<file path="src/rtl/lsu_pkg.sv">
// Shared definitions for the data-memory load/store unit.
// funct3 codes, lane widths and the LSU state encoding.
package lsu_pkg;

    localparam logic [2:0] F3_B  = 3'd0;
    localparam logic [2:0] F3_H  = 3'd1;
    localparam logic [2:0] F3_W  = 3'd2;
    localparam logic [2:0] F3_BU = 3'd4;
    localparam logic [2:0] F3_HU = 3'd5;

    localparam int BYTE_W = 8;
    localparam int HALF_W = 16;

    typedef enum logic [2:0] {
        S_IDLE,
        S_RD_ADDR,
        S_RD_DATA,
        S_WRITE,
        S_RESP
    } state_t;

endpackage

</file>
<file path="src/rtl/lsu_align.sv">
// Lane extraction, sign/zero extension, store merge and access check.
// Purely combinational; shared by the load and store paths.
module lsu_align
    import lsu_pkg::*;
(
    input  logic [31:0] rdata,
    input  logic [31:0] wdata,
    input  logic [1:0]  off,
    input  logic [2:0]  funct3,
    input  logic        we,
    output logic [31:0] ld_data,
    output logic [31:0] st_data,
    output logic        err
);

    logic [BYTE_W-1:0] byte_sel;
    logic [HALF_W-1:0] half_sel;

    assign byte_sel = rdata[{off, 3'b000} +: BYTE_W];
    assign half_sel = rdata[{off[1], 4'b0000} +: HALF_W];

    always_comb begin
        ld_data = rdata;
        st_data = rdata;
        err     = 1'b0;
        unique case (funct3)
            F3_B: begin
                ld_data = {{24{byte_sel[BYTE_W-1]}}, byte_sel};
                st_data[{off, 3'b000} +: BYTE_W] = wdata[BYTE_W-1:0];
            end
            F3_H: begin
                ld_data = {{16{half_sel[HALF_W-1]}}, half_sel};
                st_data[{off[1], 4'b0000} +: HALF_W] = wdata[HALF_W-1:0];
                err     = off[0];
            end
            F3_W: begin
                st_data = wdata;
                err     = |off;
            end
            // Unsigned forms exist only for loads.
            F3_BU: begin
                ld_data = {24'd0, byte_sel};
                err     = we;
            end
            F3_HU: begin
                ld_data = {16'd0, half_sel};
                err     = we | off[0];
            end
            default: err = 1'b1;
        endcase
    end

endmodule

</file>
<file path="src/rtl/dmem_lsu.sv">
// Load/store unit between the execute stage and the single-port data RAM.
// Sub-word stores are read-modify-write since the RAM has no byte enables.
module dmem_lsu
    import lsu_pkg::*;
#(
    parameter int DATA_WIDTH = 32,
    parameter int ADDR_WIDTH = 10
) (
    input  logic                  clk,
    input  logic                  reset,
    input  logic                  req_valid,
    output logic                  req_ready,
    input  logic                  req_we,
    input  logic [2:0]            req_funct3,
    input  logic [31:0]           req_addr,
    input  logic [DATA_WIDTH-1:0] req_wdata,
    output logic                  rsp_valid,
    output logic [DATA_WIDTH-1:0] rsp_rdata,
    output logic                  rsp_err,
    output logic [ADDR_WIDTH-1:0] mem_addr,
    output logic                  mem_w_en,
    output logic [DATA_WIDTH-1:0] mem_w_data,
    input  logic [DATA_WIDTH-1:0] mem_r_data
);

    state_t                state_q;
    state_t                state_d;
    logic [1:0]            off_q;
    logic [2:0]            f3_q;
    logic                  we_q;
    logic [DATA_WIDTH-1:0] wdata_q;

    logic                  idle;
    logic                  accept;
    logic [1:0]            a_off;
    logic [2:0]            a_f3;
    logic                  a_we;
    logic                  a_err;
    logic [DATA_WIDTH-1:0] ld_data;
    logic [DATA_WIDTH-1:0] st_data;
    logic                  unused_addr_hi;

    assign idle           = (state_q == S_IDLE);
    assign req_ready      = idle;
    assign accept         = req_valid && idle;
    assign unused_addr_hi = ^req_addr[31:ADDR_WIDTH];

    // Checking looks at the incoming request; shaping uses the latched one.
    assign a_off = idle ? req_addr[1:0] : off_q;
    assign a_f3  = idle ? req_funct3    : f3_q;
    assign a_we  = idle ? req_we        : we_q;

    lsu_align u_align (
        .rdata   (mem_r_data),
        .wdata   (wdata_q),
        .off     (a_off),
        .funct3  (a_f3),
        .we      (a_we),
        .ld_data (ld_data),
        .st_data (st_data),
        .err     (a_err)
    );

    always_comb begin
        state_d = state_q;
        unique case (state_q)
            S_IDLE: begin
                if (req_valid) begin
                    if (a_err)
                        state_d = S_RESP;
                    else if (req_we && req_funct3 == F3_W)
                        state_d = S_WRITE;
                    else
                        state_d = S_RD_ADDR;
                end
            end
            S_RD_ADDR: state_d = S_RD_DATA;
            S_RD_DATA: state_d = we_q ? S_WRITE : S_RESP;
            S_WRITE:   state_d = S_RESP;
            S_RESP:    state_d = S_IDLE;
            default:   state_d = S_IDLE;
        endcase
    end

    always_ff @(posedge clk) begin
        if (reset) begin
            state_q    <= S_IDLE;
            off_q      <= '0;
            f3_q       <= '0;
            we_q       <= 1'b0;
            wdata_q    <= '0;
            rsp_valid  <= 1'b0;
            rsp_rdata  <= '0;
            rsp_err    <= 1'b0;
            mem_addr   <= '0;
            mem_w_en   <= 1'b0;
            mem_w_data <= '0;
        end else begin
            state_q   <= state_d;
            mem_w_en  <= (state_q == S_WRITE);
            rsp_valid <= (state_q == S_RESP);
            if (accept) begin
                off_q     <= req_addr[1:0];
                f3_q      <= req_funct3;
                we_q      <= req_we;
                wdata_q   <= req_wdata;
                mem_addr  <= {req_addr[ADDR_WIDTH-1:2], 2'b00};
                rsp_rdata <= '0;
                rsp_err   <= a_err;
            end
            if (state_q == S_RD_DATA) begin
                if (we_q)
                    mem_w_data <= st_data;
                else
                    rsp_rdata  <= ld_data;
            end
            // Sub-word stores already hold their merged word here.
            if (state_q == S_WRITE && f3_q == F3_W)
                mem_w_data <= wdata_q;
        end
    end

endmodule

</file>
<file path="config.mk">
export PLATFORM = sky130hd
export DESIGN_NAME = dmem_lsu
export DESIGN_NICKNAME = d
export VERILOG_FILES = /design/src/rtl/lsu_pkg.sv /design/src/rtl/lsu_align.sv /design/src/rtl/dmem_lsu.sv
export SDC_FILE = /design/constraint.sdc
export NUM_CORES = 1
export LEC_CHECK = 0
export ABC_AREA = 1
export CAP_MARGIN = 20
export CORE_MARGIN = 2
export CORE_UTILIZATION = 25
export DETAILED_ROUTE_END_ITERATION = 16
export PLACE_DENSITY = 0.53
export SLEW_MARGIN = 30
export SYNTH_ARGS = -nofsm -noshare
export SYNTH_HDL_FRONTEND = slang
export SYNTH_SLANG_ARGS = --single-unit
export TNS_END_PERCENT = 5
</file>
<file path="constraint.sdc">
create_clock -name clk -period 2.8 [get_ports clk]
set_input_delay 0.28 -clock clk [delete_from_list [all_inputs] [get_ports clk]]
set_output_delay 0.28 -clock clk [all_outputs]
set_load 0.1 [all_outputs]
</file>
==> results of run 1 <==
[power breakdown]
| part | switching (uW) | leakage [uW] | internal (uW) |
|---|---|---|---|
| sequential | 159 | 0.000945 | 1920 |
| clock | 859 | 0.000301 | 1450 |
| combinational | 3450 | 0.00297 | 1310 |
| total | 4470 | 0.00421 | 4680 |
[cells in the final DEF, fill, tap and decap left out, drive strengths merged]
| master | instances |
|---|---|
| buf | 109 |
| or2 | 1 |
| o211ai | 32 |
| nand4 | 17 |
| conb | 2 |
| o21bai | 1 |
| clkinvlp | 1 |
| nand2 | 348 |
| clkbuf | 20 |
| a31oi | 1 |
| dfxtp | 116 |
| inv | 123 |
| nor4 | 1 |
| nand3 | 100 |
| bufinv | 3 |
| ha | 3 |
| a21oi | 110 |
| o21ai | 108 |
| o21a | 1 |
| nor2 | 87 |
| clkinv | 7 |
| o21ba | 1 |
| nor3 | 1 |
| nand3b | 4 |
| clkdlybuf4s50 | 79 |
[layer usage]
layer	vias to the layer above	GRT usage	routed length, um
met3	30	0.0512	2170
li1	3915	-	-
met2	300	0.292	12600
met5	-	0	0
met4	0	0.0456	475
met1	3587	0.255	13000
[worst max-delay path by stage]
stage                      startpoint             end  slack (ns)  depth (start not counted)
final                      state_q[1]  mem_w_data[23]        0.21                         14
after global routing       state_q[1]  mem_w_data[21]        0.06                         14
after CTS                  state_q[1]  mem_w_data[23]        0.26                         14
after detailed placement  req_addr[0]  mem_w_data[23]        0.18                         14
after global placement    req_addr[0]  mem_w_data[23]        0.19                         14
after floorplan            state_q[2]  mem_w_data[19]        0.59                         15
[stage by stage]
stage	setup slack, ns	hold slack, ns
global route	0.0649	0.425
finish	0.212	0.428
global placement	0.193	0.448
floorplan	0.590	0.430
CTS	0.259	0.413
detailed placement	0.183	0.453
[final cells by class]
| cell class | instances | area share |
|---|---|---|
| Clock buffer | 20 | 0.0485 |
| Clock inverter | 12 | 0.0162 |
| Inverter | 122 | 0.0486 |
| Multi-Input combinational cell | 818 | 0.418 |
| Sequential cell | 116 | 0.246 |
| Tap cell | 378 | 0.0502 |
| Timing Repair Buffer | 188 | 0.172 |
[cells by family (layout without fill, tap and decap cells)]
kind of cell	count (synthesis)	in the layout	synth area share
adder cells (fa/ha/maj)	3	3	0.00528
flip-flops	116	116	0.327
other	1	2	0.000528
buffers and inverters	195	342	0.120
AO/OA/AOI/OAI	254	254	0.199
AND/OR/NAND/NOR	559	559	0.348
[registers in the layout, summed over array words and instances, names as in the netlist]
name	cells
f3_q	3
mem_addr	8
mem_w_data	32
mem_w_en	1
off_q	2
rsp_err	1
rsp_rdata	32
rsp_valid	1
state_q	3
wdata_q	32
we_q	1
[critical path, cell delays in order (launching register included)]
cell and delay (ns):
dfxtp_1 0.34, inv_2 0.23, nand2_4 0.18, nand2_2 0.10, nand2_2 0.09, buf_4 0.20, ha_1 0.19, inv_1 0.43
nor2_1 0.19, nand2_1 0.11, nand2_1 0.05, nand2_1 0.07, nand4_1 0.10, nand2_1 0.08, a21oi_1 0.05
==> reports/results.ini, run 1 <==
[grt]
grt_max_degree = 73
grt_pass1_vias = 7499
gr-usage-all-layers = 0.187
grt_pass1_wl_um = 43200
antenna_found_initial = 0
overflow = 0

[floorplan]
floorplan.rows = 61
coreArea_um2 = 27900
die_h_um = 173
io_pins = 181
dieArea_um2 = 29800
die_w_um = 173
initial_core_util = 0.255

[power_and_ir_drop]
pwr_density_cell_nw_per_um2 = 971
ir_drop_uv = 473
finalPower_uw = 9150
power_leakage_uw = 0.00421

[route]
first_pass_iters = 6
vias_per_cell = 4.74
drtIter0Drc = 712
vias = 7832
wl_per_cell_um = 17.1
routed_wl_um = 28200
drc_errors = 0
antenna_left = 0

[synth]
yosysUniqueCellTypes = 36
syn_area_um2 = 7110
async_flop_share = 0
yosysWarnings = 0
syn_avg_cell_area_um2 = 6.30
synth_top_area_share = 0.327
synth_edf_count = 0
netlist_instances = 1128
yosys-top-cells-count = 327 x nand2_1, 118 x inv_1, 116 x dfxtp_1
seq_area_frac_synth = 0.327
synth.most_common_cell = nand2_1
synth_area_leaders = dfxtp_1 33%, nand2_1 17%, a21oi_1 7.6%
synth_flop_cell = dfxtp_1
synth-seq-cells = 116
yosys.area.top_type = dfxtp_1

[cts]
clk_pin_slew_worst_paths_ns = 0.06
cts_tree = done
clk_latency_ns = 0.43
clk_root_buffer_cell = clkbuf_16
cts.sink_count = 116
postCtsHoldBufs = 0
post-cts-setup-buffers = 0
clk_path_buf_depth = 2
numCtsBuffers = 17
cts-htree-levels = 4
ctsResizeCount = 0

[final_layout]
drive_above_1_share = 0.148
multi_input_area_um2 = 3940
regArea_um2 = 2320
antennaDiodeCount = 0
area_growth_pct = 32.6
final_cells = 1654
stdcell_area_um2 = 9430
fin_nets = 1369
fill_cells = 3093
final_core_util = 0.338

[setup_path]
start_kind = register
r2r_setup_slack_ns = 0.21
crit_fanout = 16
r2r-end = mem_w_data[23]
reg2reg_depth = 14
critPathRequiredTime_ns = 3.08
worst_ep_arrival_time_ns = 2.86
criticalPathCategory = reg2reg
r2r-start = state_q[1]
cp-end-kind = register

[sta]
timing.final.crit_share = 0.924
setup_violations = 0
fin_tns_setup_ns = 0
fin_skew_ns = 0.0116
rsz0062_at_grt = false
max_freq_ghz = 0.386
worst_pin_slew_ns = 0.849
fin_crit_ns = 2.59
slew_headroom = 0.434
slew_violations = 0
timing_hold_violations_final = 0

[worst_hold_path]
min_from = req_addr[9]
min_to = mem_addr[9]
holdPathStages = 3
min_path_type = in2reg

[outcome]
status = finished clean

[placed_design]
dp_cells = 1622
gp_congestion = 0.945
dpl.hpwl_um = 21300
place_area_um2 = 8820
io_buffer_count = 156

[flow_run]
cap_violations = 0

Note: power is estimated with default switching activity, not from simulation.
==> run 2, diff against run 1 <==
--- a/config.mk
+++ b/config.mk
@@ -7,10 +7,10 @@
 export LEC_CHECK = 0
 export ABC_AREA = 1
 export CAP_MARGIN = 20
-export CORE_MARGIN = 2
 export CORE_UTILIZATION = 25
 export DETAILED_ROUTE_END_ITERATION = 16
-export PLACE_DENSITY = 0.53
+export GPL_ROUTABILITY_DRIVEN = 0
+export PLACE_DENSITY = 0.47
 export SLEW_MARGIN = 30
 export SYNTH_ARGS = -nofsm -noshare
 export SYNTH_HDL_FRONTEND = slang
==> reports/results.ini, run 2 (synthesis gave the netlist of run 1 again) <==
[final_layout]
final_common_cell = nand2_1
fin_nets = 1366  ; -0.22%
final_cell_mix = 326 x nand2_1, 118 x inv_1, 116 x dfxtp_1, 108 x a21oi_1, 103 x buf_4
area_growth_pct = 33.2
antennaDiodeCount = 0  ; unchanged
final_core_util = 0.340  ; +0.00139
fill_cells = 3112  ; +0.61%
drive_above_1_share = 0.146  ; -0.00201
top_regs = mem_w_data: 32 flops, rsp_rdata: 32 flops, wdata_q: 32 flops

[route]
vias = 7781  ; -0.65%
drc_errors = 0  ; unchanged
antenna_left = 0  ; unchanged
routed_wl_um = 28200  ; -0.24%
wl_per_cell_um = 17.1  ; about the same
first_pass_iters = 5  ; -1
vias_per_cell = 4.71  ; -0.47%
drtIter0Drc = 713  ; +0.14%

[floorplan]
io_pins = 181  ; unchanged
die_w_um = 171  ; -1.2%
die_h_um = 171  ; -1.2%
coreArea_um2 = 27900  ; unchanged
dieArea_um2 = 29100  ; -2.3%
initial_core_util = 0.255  ; unchanged
floorplan.rows = 61  ; unchanged

[sta]
slew_headroom = 0.428  ; -0.00531
rsz0062_at_grt = false
fin_skew_ns = 0.00979  ; -0.00184 ns
worst_pin_slew_ns = 0.857  ; +0.00796 ns
max_freq_ghz = 0.407  ; +5.2%
fin_tns_setup_ns = 0  ; unchanged
slew_violations = 0  ; unchanged
fin_crit_ns = 2.46  ; -0.128 ns
whs_ns = 0.367  ; -0.0613 ns
setup_violations = 0  ; unchanged
timing_hold_violations_final = 0  ; unchanged
timing.final.crit_share = 0.878  ; -0.0459

[flow_run]
cap_violations = 0  ; unchanged

[cts]
postCtsHoldBufs = 0  ; unchanged
post-cts-setup-buffers = 0  ; unchanged
clk_path_buf_depth = 2  ; unchanged
clk_root_buffer_cell = clkbuf_16
cts-htree-levels = 4  ; unchanged
numCtsBuffers = 17  ; unchanged
clk_latency_ns = 0.43  ; about the same
clk_pin_slew_worst_paths_ns = 0.06  ; about the same
cts.sink_count = 116  ; unchanged
cts_tree = done
ctsResizeCount = 0  ; unchanged

[power_and_ir_drop]
ir_drop_uv = 522  ; +10%
power_leakage_uw = 0.00422  ; +0.14%
pwr_density_cell_nw_per_um2 = 988  ; +1.7%

[placed_design]
io_buffer_count = 156  ; unchanged
dpl.hpwl_um = 21300  ; about the same

[worst_hold_path]
min_path_type = in2reg

[grt]
antenna_found_initial = 0  ; unchanged
gr-usage-all-layers = 0.199  ; +0.0118
overflow = 0  ; unchanged
grt_pass1_vias = 7511  ; +0.16%
grt_max_degree = 73  ; unchanged
grt_pass1_wl_um = 43200  ; about the same

[setup_path]
start_kind = register
cp-end-kind = register
r2r-end = mem_w_data[25]
r2r_setup_slack_ns = 0.34  ; +0.13 ns
criticalPathCategory = reg2reg
crit_fanout = 14  ; -2
reg2reg_depth = 13  ; -1
critPathRequiredTime_ns = 3.16  ; +0.08 ns
endpoint = mem_w_data[25]
crit_path_start = state_q[1]
worst_ep_arrival_time_ns = 2.82  ; -0.04 ns
r2r-start = state_q[1]

[outcome]
status = finished clean

[run 2: cell types whose count changed in the layout (fill, tap and decap cells not counted)]
cell,delta
inv_6,-1
bufinv_16,+2
clkinvlp_4,+1
buf_4,-4
buf_12,+1
clkinv_2,-2
[run 2: worst min path at each step]
stage | start | end | slack (ns) | cells past startpoint
global placement | wdata_q[28] | wdata_q[28] | 0.45 | 2
finish | reset | rsp_rdata[15] | 0.37 | 4
CTS | reset | rsp_rdata[15] | 0.36 | 4
global route | reset | rsp_rdata[6] | 0.39 | 4
floorplan | wdata_q[24] | wdata_q[24] | 0.43 | 2
detailed placement | wdata_q[28] | wdata_q[28] | 0.45 | 2
[run 2: power by group]
| group | switching (uW) | leakage [uW] | internal (uW) |
|---|---|---|---|
| sequential | 159 | 0.000945 | 1920 |
| clock | 860 | 0.000317 | 1630 |
| combinational | 3460 | 0.00296 | 1320 |
| total | 4480 | 0.00422 | 4870 |
[run 2: layout make-up]
cell class                      instances  area (um2)  area share
Clock buffer                           20         457      0.0483
Clock inverter                         12         201      0.0213
Inverter                              122         458      0.0484
Multi-Input combinational cell        818        3940       0.417
Sequential cell                       116        2320       0.245
Tap cell                              378         473      0.0500
Timing Repair Buffer                  185        1610       0.170
[run 2: through the flow]
step                      cells  cell area (um2)  total power, uW  worst slack, ns
after floorplan            1129             7110             5590            0.590
after global placement     1619             8810             6850            0.268
after detailed placement   1619             8810             6880            0.228
after CTS                  1651             9460             9380            0.327
after global routing       1651             9460             9950           0.0360
final                      1651             9460             9350            0.341
[run 2: critical path: stages, from the launching register on]
cell      delay (ns)
dfxtp_1         0.34
inv_2           0.23
nand2_4         0.18
nand2_1         0.11
nand2_2         0.14
ha_1            0.36
clkinv_1        0.08
nor2_1          0.34
nand2_1         0.10
nand2_1         0.09
nand3_1         0.06
nand3_1         0.16
nand2_1         0.07
a21oi_1         0.13
[run 2: per-layer routing]
layer,share of wire,wire [um],GRT usage
met1,0.46,13000,0.267
met2,0.46,12900,0.317
met3,0.056,1590,0.0333
met4,0.023,642,0.0740
met5,0,0,0
